File: src/rtl/instruction_fetch_pkg.sv
// Shared types for the instruction fetch stage.
//   fetch_state_t : fetch controller states
//   fetch_fault_t : fault code attached to each instruction handed to decode
package instruction_fetch_pkg;

    typedef enum logic [1:0] {
        IDLE      = 2'd0,
        WAIT_RESP = 2'd1,
        HOLD      = 2'd2,
        DROP      = 2'd3
    } fetch_state_t;

    typedef enum logic [1:0] {
        FETCH_OK         = 2'b00,
        FETCH_MISALIGNED = 2'b01,
        FETCH_ACCESS     = 2'b10
    } fetch_fault_t;

endpackage

File: src/rtl/instruction_fetch.sv
// Instruction fetch stage.
// Takes the current PC, fetches the word at that address over a
// valid/ready request bus with a separate response channel, and holds the
// result until decode accepts it. Acceptance pulses pc_write_enable so the
// program counter advances. At most one request is ever outstanding.
//
// Ports:
//   clock, reset        core clock, synchronous active-high reset
//   pc                  current program counter
//   flush               redirect pulse; pc carries the new target next cycle
//   pc_write_enable     high in the cycle decode accepts a non-flushed instruction
//   imem_req_*          read request (valid/ready/addr)
//   imem_resp_*         read response (valid/data/error)
//   inst_valid/ready    handshake to decode
//   inst, inst_pc       held instruction word and its address
//   inst_fault          00 none, 01 misaligned, 10 bus access fault
module instruction_fetch
    import instruction_fetch_pkg::*;
#(
    parameter int ADDR_WIDTH = 32,
    parameter int INST_WIDTH = 32
) (
    input  logic                  clock,
    input  logic                  reset,
    input  logic [ADDR_WIDTH-1:0] pc,
    input  logic                  flush,
    output logic                  pc_write_enable,
    output logic                  imem_req_valid,
    input  logic                  imem_req_ready,
    output logic [ADDR_WIDTH-1:0] imem_req_addr,
    input  logic                  imem_resp_valid,
    input  logic [INST_WIDTH-1:0] imem_resp_data,
    input  logic                  imem_resp_error,
    output logic                  inst_valid,
    input  logic                  inst_ready,
    output logic [INST_WIDTH-1:0] inst,
    output logic [ADDR_WIDTH-1:0] inst_pc,
    output logic [1:0]            inst_fault
);

    fetch_state_t          r_state;
    fetch_state_t          w_next_state;

    logic [INST_WIDTH-1:0] r_inst;
    logic [ADDR_WIDTH-1:0] r_inst_pc;
    fetch_fault_t          r_inst_fault;

    logic                  w_aligned;
    logic                  w_req_valid;
    logic                  w_pc_we;
    logic                  w_inst_valid;
    logic                  w_cap_pc;
    logic                  w_cap_mis;
    logic                  w_cap_resp;

    assign w_aligned = (pc[1:0] == 2'b00);

    // State register
    always_ff @(posedge clock) begin
        if (reset) begin
            r_state <= IDLE;
        end else begin
            r_state <= w_next_state;
        end
    end

    // Next-state and handshake decode. Flush is checked first in every
    // state so it always wins over a simultaneous accept or response.
    always_comb begin
        w_next_state = r_state;
        w_req_valid  = 1'b0;
        w_pc_we      = 1'b0;
        w_inst_valid = 1'b0;
        w_cap_pc     = 1'b0;
        w_cap_mis    = 1'b0;
        w_cap_resp   = 1'b0;

        unique case (r_state)
            IDLE: begin
                // Responses seen here are stale (e.g. from before reset) and ignored.
                if (!flush) begin
                    if (w_aligned) begin
                        w_req_valid = 1'b1;
                        if (imem_req_ready) begin
                            w_cap_pc     = 1'b1;
                            w_next_state = WAIT_RESP;
                        end
                    end else begin
                        // Misaligned PC never reaches the bus; it becomes a faulted
                        // instruction for decode to trap on.
                        w_cap_pc     = 1'b1;
                        w_cap_mis    = 1'b1;
                        w_next_state = HOLD;
                    end
                end
            end
            WAIT_RESP: begin
                if (flush) begin
                    w_next_state = imem_resp_valid ? IDLE : DROP;
                end else if (imem_resp_valid) begin
                    w_cap_resp   = 1'b1;
                    w_next_state = HOLD;
                end
            end
            HOLD: begin
                w_inst_valid = 1'b1;
                if (flush) begin
                    w_next_state = IDLE;
                end else if (inst_ready) begin
                    w_pc_we      = 1'b1;
                    w_next_state = IDLE;
                end
            end
            DROP: begin
                // Swallow the response that was in flight when the flush came.
                if (imem_resp_valid) begin
                    w_next_state = IDLE;
                end
            end
            default: begin
                w_next_state = IDLE;
            end
        endcase
    end

    // Held-instruction register
    always_ff @(posedge clock) begin
        if (reset) begin
            r_inst       <= '0;
            r_inst_pc    <= '0;
            r_inst_fault <= FETCH_OK;
        end else begin
            if (w_cap_pc) begin
                r_inst_pc <= pc;
            end
            if (w_cap_mis) begin
                r_inst       <= '0;
                r_inst_fault <= FETCH_MISALIGNED;
            end
            if (w_cap_resp) begin
                r_inst       <= imem_resp_error ? '0 : imem_resp_data;
                r_inst_fault <= imem_resp_error ? FETCH_ACCESS : FETCH_OK;
            end
        end
    end

    // All outputs are forced low while reset is asserted, including the
    // first reset cycle before the registers have been cleared.
    assign imem_req_valid  = w_req_valid  & ~reset;
    assign imem_req_addr   = reset ? '0 : pc;
    assign pc_write_enable = w_pc_we      & ~reset;
    assign inst_valid      = w_inst_valid & ~reset;
    assign inst            = reset ? '0 : r_inst;
    assign inst_pc         = reset ? '0 : r_inst_pc;
    assign inst_fault      = reset ? 2'b00 : r_inst_fault;

endmodule

File: config.mk
export PLATFORM = sky130hd
export DESIGN_NAME = instruction_fetch
export DESIGN_NICKNAME = d
export VERILOG_FILES = /design/src/rtl/instruction_fetch_pkg.sv /design/src/rtl/instruction_fetch.sv
export SDC_FILE = /design/constraint.sdc
export NUM_CORES = 1
export LEC_CHECK = 0
export CAP_MARGIN = 25
export CORE_UTILIZATION = 38
export DETAILED_ROUTE_END_ITERATION = 8
export PLACE_DENSITY = 0.81
export SYNTH_ARGS = -nofsm -noshare
export SYNTH_HDL_FRONTEND = slang
export SYNTH_SLANG_ARGS = --single-unit
File: constraint.sdc
create_clock -name clock -period 1.96 [get_ports clock]
set_input_delay 0.588 -clock clock [delete_from_list [all_inputs] [get_ports clock]]
set_output_delay 0.588 -clock clock [all_outputs]
set_load 0.05 [all_outputs]
==> results.cfg <==
[hold_path]
holdCritStartpoint = r_inst_fault[0]$_SDFFE_PP0P_
hold_class = reg2reg
hold_end = r_inst_fault[0]$_SDFFE_PP0P_
hold_depth = 2

[logic_synthesis]
syn_inst = 274
synthAdderAreaFrac_pct = 0
ys_ff_latch = 68
synth_cell_types = 28
netlist_top_cells_area = dfxtp_1, nor2b_1, mux2_2
ys_warn_count = 0
synth-simple-area-share_pct = 25.3
muxShareOfSynthArea_pct = 12.3
synth_compound_area_share_pct = 11.3
synth_fp_nets = 345
synth_top_area_share_pct = 46.6
synth-seq-area-share_pct = 46.6
netlist_area_um2 = 2920
synth_top_family_by_area = simple AND/OR/NAND/NOR gates
synth_xor_area_share_pct = 0
syn_area_per_cell_um2 = 10.7
synth_top_area_cell = dfxtp_1

[power_and_ir_drop]
p_leak_uw = 0.00278
pwr_density_cell_nw_per_um2 = 617
max-vdd-ir-drop_mv = 0.410

[layout]
finalInstanceArea_um2 = 5900
syn2layout_area_growth_pct = 102
drive_above_1_share_pct = 62.2
n_fill_cell = 430
final_nets = 555
layoutNonFillerInstCount = 589

[routing]
wl_per_cell_um = 17.0
dr_total_vias = 2848
drtIter0Drc = 80
routed_wl_mm = 10.0
antenna_left = 0
drc = 0
drtPass1Iterations = 4
vias_per_cell = 4.84

[run_status]
status = finished, violations left
failed_checks = negative setup slack

[setup_path]
rr_startpoint = r_state[0]$_SDFFE_PP0P_
end_kind = output port
crit_family = buffers and inverters
reg2reg_to = r_inst_pc[0]$_SDFFE_PP0P_
required_ps = 1370
critPathBufInv = 2
cp_data_arrival_time_ps = 1370
start_kind = primary input
cp_max_fo = 2
critPathMaxStageDelay_ps = 450
path_class = in2out
rrSetupSlack_ps = 290
rr_worst_depth = 5
cp_slowest_cell = clkdlybuf4s50_1
cp.depth = 3
crit_chain = clkdlybuf4s50_1 -> nor2b_4 -> buf_6

[placement]
place_hpwl_mm = 6.68
placed_cell_area_um2 = 5290
io_buffers = 171
place_congestion = 0.775
dp_cells = 563

[grt]
grt_usage_pct = 22.2
grt_start_max_net_pins = 34
grt_pass1_wl_mm = 13.5
gr-total-overflow = 0
grt_pass1_vias = 2941
antenna_found_initial = 1

[cts]
htree_levels = 3
cts_hold_buf = 0
cts_tree = done
clk_pin_slew_ps = 70
insertion_delay_ps = 330
cts_buffer_depth = 2
cts_root_buf = clkbuf_8
cts_buffers = 9
cts_sinks = 68

[sta]
worstMarginPinSlew_ps = 326
rsz0062_at_grt = true
finalCritPeriodShare_pct = 100
finClkSkew_ps = 8.18
setup-tns-final_ps = -0.549
fmax_ghz = 0.510
finalSetupViolations = 1
fin_crit_ps = 1960
hold_violations = 0
max_slew_margin_pct = 77.7
worst_slack_ps = -0.549
finalMaxSlewViolations = 0

[die]
die_area_um2 = 8040
io_pins = 172
start_util_pct = 39.8
die_x_um = 89.6
coreArea_um2 = 7330
dieHeight_um = 89.6
rows = 31

[job]
cap_violations = 0
[tightest hold or removal path, cell delays in order, from the launching register on]
cell	delay, ps
dfxtp_1	320
inv_1	70
a2111oi_0	80
[kinds of logic (layout without fill, tap and decap cells)]
logic type,after synthesis,count (layout)
buffers and inverters,22,237
multiplexers,32,32
AND/OR/NAND/NOR,113,113
flip-flops,68,68
AO/OA/AOI/OAI,39,39
other,0,1
[state kept, by name, summed over array words and instances, names as in the netlist]
name / cells
r_inst_pc: 32
r_state: 2
r_inst_fault: 2
r_inst: 32
[timing repair]
| item | CTS | global route |
|---|---|---|
| resized for setup | 67 | 36 |
| gates cloned | 0 | 2 |
| buffers inserted | 2 | 5 |
| endpoints found under the setup margin | 57 | 40 |
| pin swaps | 2 | 4 |
[metrics by stage]
step / power, µW / util (%) / hold slack, ps / worst slack (ps)
6_report: 3640 / 80.4 / 512 / -0.549
5_1_grt: 3780 / 80.4 / 581 / -45.3
3_5_place_dp: 2390 / 72.1 / 488 / -355
4_1_cts: 3630 / 78.2 / 503 / -10.4
2_1_floorplan: 1960 / - / 468 / -428
3_3_place_gp: 2380 / 72.1 / 486 / -333
[cells in the final DEF, fill, tap and decap left out, types with 6 or more instances in the layout]
master	synthesis	routed
clkbuf_8	0	11
buf_12	0	29
nor2b_4	0	30
a22o_1	32	32
buf_4	3	102
dfxtp_1	68	66
clkdlybuf4s50_1	0	38
nor2b_2	0	65
dlymetal6s2s_1	0	22
dlygate4sd2_1	0	6
mux2_2	31	31
buf_8	0	9
buf_6	3	8
[power by group]
| group | internal, µW | switching [µW] | total, µW |
|---|---|---|---|
| clock | 654 | 537 | 1190 |
| combinational | 492 | 500 | 992 |
| sequential | 1430 | 19.3 | 1450 |
| total | 2580 | 1060 | 3640 |
[layer usage]
layer / up-vias / wire, µm / GRT usage (%)
li1: 1365 / - / -
met1: 1334 / 3680 / 23.2
met2: 135 / 5150 / 38.2
met3: 14 / 1010 / 11.4
met4: 0 / 178 / 8.08
met5: - / 0 / 0
[synthesized netlist by cell type (all sizes together)]
master / n
nand3b: 2
nor2: 2
clkbuf: 5
and3b: 1
or2: 1
a21oi: 2
nor3b: 2
a22o: 32
buf: 15
nor3: 2
nor2b: 97
nor4: 1
or3: 1
nand3: 1
and3: 1
dfxtp: 68
a2111oi: 2
o21ai: 1
mux2: 32
a32o: 1
o211ai: 1
and4bb: 1
or2b: 1
inv: 2
[how the worst max path moves through the flow]
stage	to	startpoint
floorplan	pc_write_enable	reset
global placement	imem_req_valid	pc[0]
detailed placement	r_inst_pc[29]$_SDFFE_PP0P_	pc[0]
CTS	pc_write_enable	r_state[0]$_SDFFE_PP0P_
global route	pc_write_enable	r_state[0]$_SDFFE_PP0P_
finish	imem_req_addr[5]	pc[5]
[area by class of cell]
| cell class | instances | area [µm²] | share of cell area (%) |
|---|---|---|---|
| inverters | 2 | 7.51 | 0.127 |
| flip-flops and latches | 68 | 1360 | 23.1 |
| repair buffers | 219 | 2350 | 39.9 |
| clock inverters | 4 | 47.5 | 0.806 |
| clock buffers | 12 | 155 | 2.63 |
| well taps | 99 | 124 | 2.10 |
| multi-input cells | 184 | 1840 | 31.3 |
| diodes | 1 | 2.50 | 0.0424 |
Power figures use the tool's default switching activity.
